File: src/rtl/ecc_bank_responder_if.sv
// Initiator bus of the ECC bank responder.
// Member names carry the responder-side direction suffixes.
interface ecc_bank_responder_if #(
    parameter int DataWidth = 32,
    parameter int AddrWidth = 8
);
    logic                   req_i;
    logic                   we_i;
    logic [DataWidth/8-1:0] be_i;
    logic [AddrWidth-1:0]   add_i;
    logic [DataWidth-1:0]   wdata_i;
    logic                   gnt_o;
    logic [DataWidth-1:0]   rdata_o;
    logic                   single_err_o;
    logic                   multi_err_o;

    modport master (
        output req_i, we_i, be_i, add_i, wdata_i,
        input  gnt_o, rdata_o, single_err_o, multi_err_o
    );

    modport slave (
        input  req_i, we_i, be_i, add_i, wdata_i,
        output gnt_o, rdata_o, single_err_o, multi_err_o
    );
endinterface

File: src/rtl/ecc_bank_responder.sv
// SECDED (Hsiao) protected SRAM bank responder with byte-enable RMW.
// Optional correction write-back of read data: ECC_BANK_WRITEBACK_EN.
module ecc_bank_responder #(
    parameter int DataWidth = 32,
    parameter int ProtWidth = 39,
    parameter int Depth     = 256
) (
    input  logic                       clk_i,
    input  logic                       rst_ni,
    ecc_bank_responder_if.slave        bus,
    output logic                       sram_req_o,
    output logic                       sram_we_o,
    output logic [$clog2(Depth)-1:0]   sram_add_o,
    output logic [ProtWidth-1:0]       sram_wdata_o,
    input  logic [ProtWidth-1:0]       sram_rdata_i
);
    localparam int AddrWidth = $clog2(Depth);
    localparam int ChkWidth  = ProtWidth - DataWidth;
    localparam int NumBytes  = DataWidth / 8;

    typedef enum logic [1:0] {
        Idle,
        Resp,
        Rmw,
        WriteBack
    } state_e;

    // Hsiao columns: odd weight >= 3, lowest weight first, ascending value.
    function automatic logic [DataWidth*ChkWidth-1:0] gen_hsiao();
        logic [DataWidth*ChkWidth-1:0] m;
        int n;
        m = '0;
        n = 0;
        for (int w = 3; w <= ChkWidth; w += 2) begin
            for (int v = 1; v < (1 << ChkWidth); v++) begin
                if ($countones(v) == w && n < DataWidth) begin
                    m[n*ChkWidth +: ChkWidth] = v[ChkWidth-1:0];
                    n++;
                end
            end
        end
        return m;
    endfunction

    localparam logic [DataWidth*ChkWidth-1:0] HMat = gen_hsiao();

    function automatic logic [ChkWidth-1:0] chk(input logic [DataWidth-1:0] d);
        logic [ChkWidth-1:0] c;
        c = '0;
        for (int i = 0; i < DataWidth; i++) begin
            if (d[i]) c = c ^ HMat[i*ChkWidth +: ChkWidth];
        end
        return c;
    endfunction

    function automatic logic [ProtWidth-1:0] enc(input logic [DataWidth-1:0] d);
        return {chk(d), d};
    endfunction

    state_e                r_state;
    state_e                w_state_d;
    logic [AddrWidth-1:0]  r_add;
    logic [NumBytes-1:0]   r_be;
    logic [DataWidth-1:0]  r_wdata;
    logic [DataWidth-1:0]  r_rdata;

    logic [ChkWidth-1:0]   w_syn;
    logic [DataWidth-1:0]  w_dec_data;
    logic [DataWidth-1:0]  w_merge;
    logic                  w_dec_single;
    logic                  w_dec_multi;
    logic                  w_accept;
    logic                  w_gnt;
    logic                  w_lat;
    logic                  w_wb_lat;
    logic                  w_single;
    logic                  w_multi;

    // Decode the word returned by the SRAM and build the RMW merge.
    always_comb begin
        w_syn        = chk(sram_rdata_i[DataWidth-1:0])
                     ^ sram_rdata_i[ProtWidth-1:DataWidth];
        w_dec_single = ^w_syn;
        w_dec_multi  = (w_syn != '0) && !(^w_syn);
        w_dec_data   = sram_rdata_i[DataWidth-1:0];
        for (int i = 0; i < DataWidth; i++) begin
            if (w_syn == HMat[i*ChkWidth +: ChkWidth]) begin
                w_dec_data[i] = ~w_dec_data[i];
            end
        end
        w_merge = w_dec_data;
        for (int b = 0; b < NumBytes; b++) begin
            if (r_be[b]) w_merge[b*8 +: 8] = r_wdata[b*8 +: 8];
        end
    end

    // Next state, grant and SRAM command.
    always_comb begin
        w_state_d    = r_state;
        w_accept     = 1'b0;
        w_gnt        = 1'b0;
        w_lat        = 1'b0;
        w_wb_lat     = 1'b0;
        w_single     = 1'b0;
        w_multi      = 1'b0;
        sram_req_o   = 1'b0;
        sram_we_o    = 1'b0;
        sram_add_o   = '0;
        sram_wdata_o = '0;

        unique case (r_state)
            Idle: begin
                w_accept = 1'b1;
            end
            Resp: begin
                w_single = w_dec_single;
                w_multi  = w_dec_multi;
`ifdef ECC_BANK_WRITEBACK_EN
                if (w_dec_single) begin
                    w_state_d = WriteBack;
                    w_wb_lat  = 1'b1;
                end else begin
                    w_accept = 1'b1;
                end
`else
                w_accept = 1'b1;
`endif
            end
            Rmw: begin
                w_single  = w_dec_single;
                w_multi   = w_dec_multi;
                w_state_d = Idle;
                if (!w_dec_multi) begin
                    sram_req_o   = 1'b1;
                    sram_we_o    = 1'b1;
                    sram_add_o   = r_add;
                    sram_wdata_o = enc(w_merge);
                end
            end
            WriteBack: begin
                w_state_d    = Idle;
                sram_req_o   = 1'b1;
                sram_we_o    = 1'b1;
                sram_add_o   = r_add;
                sram_wdata_o = enc(r_wdata);
            end
            default: begin
                w_state_d = Idle;
            end
        endcase

        if (w_accept) begin
            w_state_d = Idle;
            if (bus.req_i && rst_ni) begin
                w_gnt = 1'b1;
                if (!bus.we_i) begin
                    sram_req_o = 1'b1;
                    sram_add_o = bus.add_i;
                    w_lat      = 1'b1;
                    w_state_d  = Resp;
                end else if (&bus.be_i) begin
                    sram_req_o   = 1'b1;
                    sram_we_o    = 1'b1;
                    sram_add_o   = bus.add_i;
                    sram_wdata_o = enc(bus.wdata_i);
                end else if (|bus.be_i) begin
                    sram_req_o = 1'b1;
                    sram_add_o = bus.add_i;
                    w_lat      = 1'b1;
                    w_state_d  = Rmw;
                end
            end
        end
    end

    // State register and request latches.
    always_ff @(posedge clk_i or negedge rst_ni) begin
        if (!rst_ni) begin
            r_state <= Idle;
            r_add   <= '0;
            r_be    <= '0;
            r_wdata <= '0;
        end else begin
            r_state <= w_state_d;
            if (w_lat) begin
                r_add   <= bus.add_i;
                r_be    <= bus.be_i;
                r_wdata <= bus.wdata_i;
            end else if (w_wb_lat) begin
                r_wdata <= w_dec_data;
            end
        end
    end

    // Remember the last read response so rdata_o holds between responses.
    always_ff @(posedge clk_i or negedge rst_ni) begin
        if (!rst_ni) begin
            r_rdata <= '0;
        end else if (r_state == Resp) begin
            r_rdata <= w_dec_data;
        end
    end

    assign bus.gnt_o        = w_gnt;
    assign bus.rdata_o      = (r_state == Resp) ? w_dec_data : r_rdata;
    assign bus.single_err_o = w_single;
    assign bus.multi_err_o  = w_multi;
endmodule

File: src/flat_wrapper.sv
// flat-port wrapper written by rule: the top's interface ports become plain ports
module ecc_bank_responder_flat 
#(
    parameter int DataWidth = 32,
    parameter int ProtWidth = 39,
    parameter int Depth     = 256
)
  (clk_i, rst_ni, sram_req_o, sram_we_o, sram_add_o, sram_wdata_o, sram_rdata_i, bus_req_i, bus_we_i, bus_be_i, bus_add_i, bus_wdata_i, bus_gnt_o, bus_rdata_o, bus_single_err_o, bus_multi_err_o);
  ecc_bank_responder_if #(.DataWidth(DataWidth), .AddrWidth((8))) bus_i ();
  input  logic clk_i;
  input  logic rst_ni;
  output logic sram_req_o;
  output logic sram_we_o;
  output logic [$clog2(Depth)-1:0] sram_add_o;
  output logic [ProtWidth-1:0] sram_wdata_o;
  input  logic [ProtWidth-1:0] sram_rdata_i;
  input wire logic [$bits(bus_i.req_i)-1:0] bus_req_i;
  input wire logic [$bits(bus_i.we_i)-1:0] bus_we_i;
  input wire logic [$bits(bus_i.be_i)-1:0] bus_be_i;
  input wire logic [$bits(bus_i.add_i)-1:0] bus_add_i;
  input wire logic [$bits(bus_i.wdata_i)-1:0] bus_wdata_i;
  output wire logic [$bits(bus_i.gnt_o)-1:0] bus_gnt_o;
  output wire logic [$bits(bus_i.rdata_o)-1:0] bus_rdata_o;
  output wire logic [$bits(bus_i.single_err_o)-1:0] bus_single_err_o;
  output wire logic [$bits(bus_i.multi_err_o)-1:0] bus_multi_err_o;
  assign bus_i.req_i = bus_req_i;
  assign bus_i.we_i = bus_we_i;
  assign bus_i.be_i = bus_be_i;
  assign bus_i.add_i = bus_add_i;
  assign bus_i.wdata_i = bus_wdata_i;
  assign bus_gnt_o = bus_i.gnt_o;
  assign bus_rdata_o = bus_i.rdata_o;
  assign bus_single_err_o = bus_i.single_err_o;
  assign bus_multi_err_o = bus_i.multi_err_o;
  ecc_bank_responder #(.DataWidth(DataWidth), .ProtWidth(ProtWidth), .Depth(Depth)) u_core (.clk_i(clk_i), .rst_ni(rst_ni), .bus(bus_i), .sram_req_o(sram_req_o), .sram_we_o(sram_we_o), .sram_add_o(sram_add_o), .sram_wdata_o(sram_wdata_o), .sram_rdata_i(sram_rdata_i));
endmodule
File: config.mk
export PLATFORM = sky130hd
export DESIGN_NAME = ecc_bank_responder_flat
export DESIGN_NICKNAME = d
export VERILOG_FILES = /design/src/rtl/ecc_bank_responder_if.sv /design/src/rtl/ecc_bank_responder.sv /design/src/flat_wrapper.sv
export SDC_FILE = /design/constraint.sdc
export NUM_CORES = 1
export LEC_CHECK = 0
export ABC_AREA = 1
export BUFFER_PORTS_ARGS = -buffer_cell sky130_fd_sc_hd__buf_2
export CAP_MARGIN = 20
export CORE_ASPECT_RATIO = 1.75
export CORE_MARGIN = 2
export CORE_UTILIZATION = 50
export CTS_BUF_LIST = sky130_fd_sc_hd__clkbuf_4
export DETAILED_ROUTE_END_ITERATION = 16
export PLACE_DENSITY = 0.72
export SLEW_MARGIN = 20
export SYNTH_ARGS = -nofsm -noshare
export SYNTH_HDL_FRONTEND = slang
export SYNTH_SLANG_ARGS = --single-unit
File: constraint.sdc
create_clock -name clk_i -period 4.2 [get_ports clk_i]
set_input_delay 0.21 -clock clk_i [delete_from_list [all_inputs] [get_ports clk_i]]
set_output_delay 0.21 -clock clk_i [all_outputs]
set_load 0.05 [all_outputs]
=== Word level (Yosys, flattened, before mapping) ===
Index checks and enable logic that the tools add are counted.

* Bits in registers: 78
* Output and inout bits: 84
* Word-level logic and storage cells: 631
* Input port bits: 87

* Reductions and logical operators: 12
* Multiplexer cells: 422
* Equality and inequality tests: 35
* Bitwise gates (word level): 157

{| class="wikitable"
|+ Operator list
! cell !! number
|-
| 7-bit 2-to-1 mux || 265
|-
| 3-bit inverter || 120
|-
| 6-bit 2-to-1 mux || 40
|-
| 39-bit 2-to-1 mux || 5
|-
| 5-bit 2-to-1 mux || 24
|-
| 7-bit == test, second input constant || 12
|-
| 8-bit 2-to-1 mux || 10
|-
| 39-bit one-hot mux with 2 select lines || 1
|-
| 7-bit by 6-bit == test with 1-bit output, second input constant || 10
|-
| 1-bit 2-to-1 mux || 52
|-
| 4-bit 2-to-1 mux || 12
|-
| 7-bit by 5-bit == test with 1-bit output, second input constant || 6
|-
| 32-bit 2-to-1 mux || 1
|-
| 1-bit inverter || 32
|-
| 7-bit by 4-bit == test with 1-bit output, second input constant || 3
|-
| 8-bit one-hot mux with 2 select lines || 1
|-
| 2-bit 2-to-1 mux || 6
|-
| 3-bit 2-to-1 mux || 4
|-
| 2-bit inverter with 3-bit output || 4
|-
| 7-bit by 3-bit == test with 1-bit output, second input constant || 1
|-
| 7-bit nonzero test || 1
|-
| 7-bit XOR reduction || 1
|-
| 7-bit XOR || 1
|-
| 2-bit OR reduction || 3
|-
| other kinds (9) || 11
|}

=== Longest topological paths before layout ===
* Depth in word-level cells: 198
* Mapped depth: 33
* Mapped depth without buffers: 33

=== Worst setup path after synthesis ===
OpenSTA, ideal clock, no wires.

* Path type: input port to output port
* From: in sram_rdata_i[7]
* To: out sram_add_o[0]
* Arrival: 3700 ps
* Path slack: 290 ps
* Data required time: 3990 ps
* Buffers on the path: 0
* Cell stages on the path: 17
* Cell sequence: inv_1 nand2_1 nand2_1 xor2_1 xnor2_1 xor2_1 xor2_1 inv_1 ha_1 xnor2_1 xor2_1 xor2_1 o31ai_1 nand2_1 inv_2 nor2_1 o32ai_1

* Longest elaborated chain between the ends: 46
* Elaborated cells between the ends (all ways): 58
* Those cells by class: mux (32); bitwise (22); reduce/logical (4)

{| class="wikitable"
|+ Ends and longest elaborated chain
! element !! line !! RTL
|-
| start: declaration || flat_wrapper.sv:16 || <nowiki>input logic [ProtWidth-1:0] sram_rdata_i;</nowiki>
|-
| 5-bit 2-to-1 mux * || ecc_bank_responder.sv:51 || <nowiki>if (d[i]) c = c ^ HMat[i*ChkWidth +: ChkWidth];</nowiki>
|-
| 3-bit inverter (no line) || n/a ||
|-
| 5-bit 2-to-1 mux * || ecc_bank_responder.sv:51 ||
|-
| 3-bit inverter (no line) || n/a ||
|-
| 5-bit 2-to-1 mux * || ecc_bank_responder.sv:51 ||
|-
| 6-bit 2-to-1 mux * (3 in series) || ecc_bank_responder.sv:51 ||
|-
| 3-bit inverter (no line) or 6-bit 2-to-1 mux (tied branches) || n/a ||
|-
| 6-bit 2-to-1 mux * || ecc_bank_responder.sv:51 ||
|-
| [... 28 more ...] || n/a ||
|-
| 1-bit logical AND * || ecc_bank_responder.sv:84 || <nowiki>w_dec_multi = (w_syn != '0) && !(^w_syn);</nowiki>
|-
| 8-bit 2-to-1 mux * || ecc_bank_responder.sv:133 || <nowiki>if (!w_dec_multi) begin</nowiki>
|-
| 8-bit one-hot mux with 2 select lines * || ecc_bank_responder.sv:111 || <nowiki>unique case (r_state)</nowiki>
|-
| 8-bit 2-to-1 mux || ecc_bank_responder.sv:166 || <nowiki>end else if (|bus.be_i) begin</nowiki>
|-
| 8-bit 2-to-1 mux || ecc_bank_responder.sv:161 || <nowiki>end else if (&bus.be_i) begin</nowiki>
|-
| 8-bit 2-to-1 mux || ecc_bank_responder.sv:156 || <nowiki>if (!bus.we_i) begin</nowiki>
|-
| 8-bit 2-to-1 mux || ecc_bank_responder.sv:154 || <nowiki>if (bus.req_i && rst_ni) begin</nowiki>
|-
| 8-bit 2-to-1 mux * || ecc_bank_responder.sv:152 || <nowiki>if (w_accept) begin</nowiki>
|-
| end: declaration || flat_wrapper.sv:14 || <nowiki>output logic [$clog2(Depth)-1:0] sram_add_o;</nowiki>
|}

Every way passes the cells marked *; elsewhere a longest branch is shown, timed or not.

=== Worst setup path in the final report ===
* From: in sram_rdata_i[5]
* To: out sram_wdata_o[30]

* Longest elaborated chain between the ends: 49
* Elaborated cells between the ends (all ways): 64
* Those cells by class: eq/ne (1); mux (35); bitwise (24); reduce/logical (4)

{| class="wikitable"
|+ Ends and longest elaborated chain
! element !! line !! RTL
|-
| 5-bit 2-to-1 mux * || ecc_bank_responder.sv:51 ||
|-
| 3-bit inverter (no line) || n/a ||
|-
| 5-bit 2-to-1 mux * || ecc_bank_responder.sv:51 ||
|-
| 3-bit inverter (no line) || n/a ||
|-
| 5-bit 2-to-1 mux * || ecc_bank_responder.sv:51 ||
|-
| 3-bit inverter (no line) || n/a ||
|-
| 5-bit 2-to-1 mux * || ecc_bank_responder.sv:51 ||
|-
| 3-bit inverter (no line) || n/a ||
|-
| [... 33 more ...] || n/a ||
|-
| 1-bit 2-to-1 mux or 1-bit logical NOT (tied branches) || ecc_bank_responder.sv:87, ecc_bank_responder.sv:84 ||
|-
| 8-bit 2-to-1 mux or 1-bit logical AND (tied branches) || ecc_bank_responder.sv:93, ecc_bank_responder.sv:84 ||
|-
| 39-bit 2-to-1 mux * || ecc_bank_responder.sv:133 ||
|-
| 39-bit one-hot mux with 2 select lines * || ecc_bank_responder.sv:111 ||
|-
| 39-bit 2-to-1 mux || ecc_bank_responder.sv:161 ||
|-
| 39-bit 2-to-1 mux || ecc_bank_responder.sv:156 ||
|-
| 39-bit 2-to-1 mux || ecc_bank_responder.sv:154 ||
|-
| 39-bit 2-to-1 mux * || ecc_bank_responder.sv:152 ||
|-
| end: declaration || flat_wrapper.sv:15 || <nowiki>output logic [ProtWidth-1:0] sram_wdata_o;</nowiki>
|}

Marked as above.

==> impl_results.md <==
* Outcome: complete, no violations
* Worst Skew at 0.0130 ns
* Layout Nets at between 1500 and 2000
* Final Setup Violations at 0
* Root buf cell: clkbuf_4
* Highest-delay cell along the critical path: ha_1
* Top FF cell, synth: dfrtp_1
* Remaining antenna violation count at 0
* Number of port buffers at 170
* Setup_tns at 0 ns
* Share of layout cells above drive strength 1 at 0.256
* Worst Hold Class: input pin to register
* Sink Count at 78
* Initial antenna violation count at 1
* Period utilization at 0.968
* Max Cap Viol at 0
* Crit path arrival time at 3.85 ns
* Total wire length at about 43 mm
* Clk buf depth at 2
* Non-Filler Instances at ~2200
* Multi-input gate area at slightly above 7000 sq um
* Synth top cells by count: nand2_1, inv_1, nand3_1
* Final Hold Fails at 0
* HPWL Detailed at around 35 mm
* Slew @ Worst Pin at slightly below 0.8 ns
* Final Critical Period at slightly above 4 ns
* Residual DRC at 0
* Top-count cell post-synth: nand2_1
* Final instance area at 12400 sq um
* Fmax achieved at about 250 MHz
* Synth top area cells: nand2_1, dfrtp_1, xnor2_1
* Count of flip-flops with a built-in enable after synthesis at 0
* CP max stage delay at approximately 0.30 ns
* Critical path class: input pin to primary output
* #FFs+latches synth at 78
* Post-Syn Instances at roughly 1600
* Die height at around 190 um
* Vias in the first global route at about 12000
* CTS tree: done
* RSZ-0062 raised after global routing: true
* Area after DPL at 11800 sq um
* Final Slew Violations at 0
* Post-synth cell types at 45
* Cell taking the most area after synthesis: nand2_1
* Final WS setup at about 0.14 ns
* Synthesized area at between 9000 and 10000 sq um
* Pre-antenna DRT Iters at 5
* Vias per inst at between 5 and 6
* Mean area per synthesized cell at roughly 6.1 sq um
* TritonCTS buffer count at 9
* Placed insts at approximately 2100
* Die area at between 20000 and 25000 sq um
* Worst-Skew Late Latency at ~0.5 ns
* Maximum VDD drop at roughly 0.00035 V
* FP Rows at 68
* Ports at between 150 and 200
* Crit-path cells: buf_2 > inv_2 > nand2_1 > nand2_1 > xor2_1 > xor2_1 > xor2_1 > xor2_1 > buf_4 > inv_1 > ha_1 > xnor2_1 > xor2_1 > xor2_1 > o31ai_2 > nand2_1 > buf_4 > inv_2 > buf_12 > buf_12 > a22oi_1 > o22ai_1 > buf_2
* Starting density of the core at 0.508
* Area grow syn2layout at 24.7%
* Sequential element share of the synthesized area at 0.196
* CP top delay family: XOR/XNOR gates
* Crit path capture type: primary output
* First-pass GRT wire length at roughly 65 mm
* LEAKAGE at a little under 7 nW
* Asr flop ratio synth at 1.00
* DR WL/cell at between 20 and 25 um
* Dpl ws at -0.103 ns
* CP most frequent cell: xor2_1
* GRT Residual Overflow at 0
* WP buf/inv at 9
* Crit path launch type: input pin
* Relative slew slack at 0.480
* Worst EP required at 3.99 ns
* Largest net degree at the start of global routing at 79
* Total core area at 19700 sq um
* GRT Resource Usage Total at 0.406
* Total Power at ~6.5 mW
* Number of fill cells at approximately 2000
* Routability cong. at approximately 1.0
* Vias post-DR at approximately 12000
* PD cells at approximately 530 nW/um^2
* Syn nets at ~1700
* Worst-path clk slew at ~0.15 ns
* Post-synth top area share at 0.228
* H-tree depth at 3
* FF+latch area at a little under 2000 sq um
* CP Max Fanout at 23
* YS warnings at 0
* Starting DRC count in detailed routing at roughly 910
* DIE WIDTH at roughly 110 um
-- flip-flops by register name, indices dropped and copies added, names as in the netlist --
register        count
u_core.r_state      2
u_core.r_rdata     32
u_core.r_be         4
u_core.r_wdata     32
u_core.r_add        8
-- metal layers --
layer	up-vias	global-route usage	routed length (um)
li1	5713	-	-
met1	5474	0.382	14000
met2	511	0.751	21900
met3	209	0.0461	1800
met4	0	0.391	5300
met5	-	0	0
-- final timing paths --
check                      slack, ns                from            endpoint  cells after the start
max reg2reg                     1.85   u_core.r_state[1]  u_core.r_wdata[25]                      7
min                            0.009      bus_wdata_i[4]   u_core.r_wdata[4]                      3
min in group asynchronous       0.38              rst_ni   u_core.r_rdata[8]                      3
max                             0.14     sram_rdata_i[5]    sram_wdata_o[30]                     23
max in group asynchronous       3.27              rst_ni  u_core.r_wdata[26]                      3
min reg2reg                     0.50  u_core.r_rdata[25]  u_core.r_rdata[25]                      2
-- power by group --
part           switching [mW]  internal [mW]
combinational            3.16           1.72
clock                   0.360          0.143
sequential              0.232          0.931
total                    3.75           2.79
-- per-stage QoR --
step                      hold slack [ns]   util
after floorplan                   -0.0856      -
after global placement              0.456  0.601
after detailed placement            0.462  0.601
after CTS                         0.00165  0.618
after global routing              0.00221  0.633
final                             0.00857  0.633
-- worst register-to-register path: cells and delay by family, from the launching register on --
kind / cells / cell delay, ns
AOI/OAI and AO/OA: 1 / 0.25
adders and majority gates: 1 / 0.20
buffers and inverters: 2 / 0.55
DFF: 1 / 0.44
and+or+nand+nor: 3 / 0.83
-- final cells by class --
class                      instances  share of cell area
multi-input combinational       1302               0.575
tap                              245              0.0246
clock buffer                       9             0.00543
clock inverter                     7             0.00594
antenna                            1            0.000201
timing repair buffer             322               0.174
inverter                         187              0.0572
sequential                        78               0.157
-- what timing repair did --
action | 4_1_cts | 5_1_grt
gates cloned | 0 | 1
setup endpoints to repair | 29 | 33
endpoints found under the hold margin | 50 | 0
gates resized for setup | 2 | 56
hold buffers | 19 | 0
setup buffers | 2 | 11
pin swaps | 1 | 14
-- layout by cell type, fill, tap and decap left out, types with 3 or more instances in the layout --
cell type        n
nor2_2           5
ha_2             3
dlygate4sd3_1   19
o22ai_1         41
nand4_1         20
nor2_8           3
a22oi_1         30
nand2_4         11
a31oi_1         28
xor2_1          91
nand3_1        140
a21oi_2          4
inv_6            4
buf_6            5
o21ai_1          4
inv_1          140
dfrtp_1         78
or2_2           24
a21oi_1          9
nand3_2          8
xnor2_1         99
clkinv_1         3
buf_12           5
buf_4          129
nand2_1        585
o21ai_0         52
buf_2          159
xor2_2           3
nor2_4           8
nor2_1          64
ha_1             7
nand2_2         45
inv_2           40
clkbuf_4        13
-- cells by family (layout without fill, tap and decap cells) --
logic type / after synthesis / in the layout / synth area share
compound gates: 175 / 175 / 0.108
other cells: 0 / 1 / 0
fa+ha+maj: 11 / 11 / 0.0138
simple gates: 923 / 923 / 0.413
xor+xnor: 193 / 193 / 0.169
flops: 78 / 78 / 0.196
buf+inv: 252 / 525 / 0.100
Note: power is estimated with default switching activity, not from simulation.
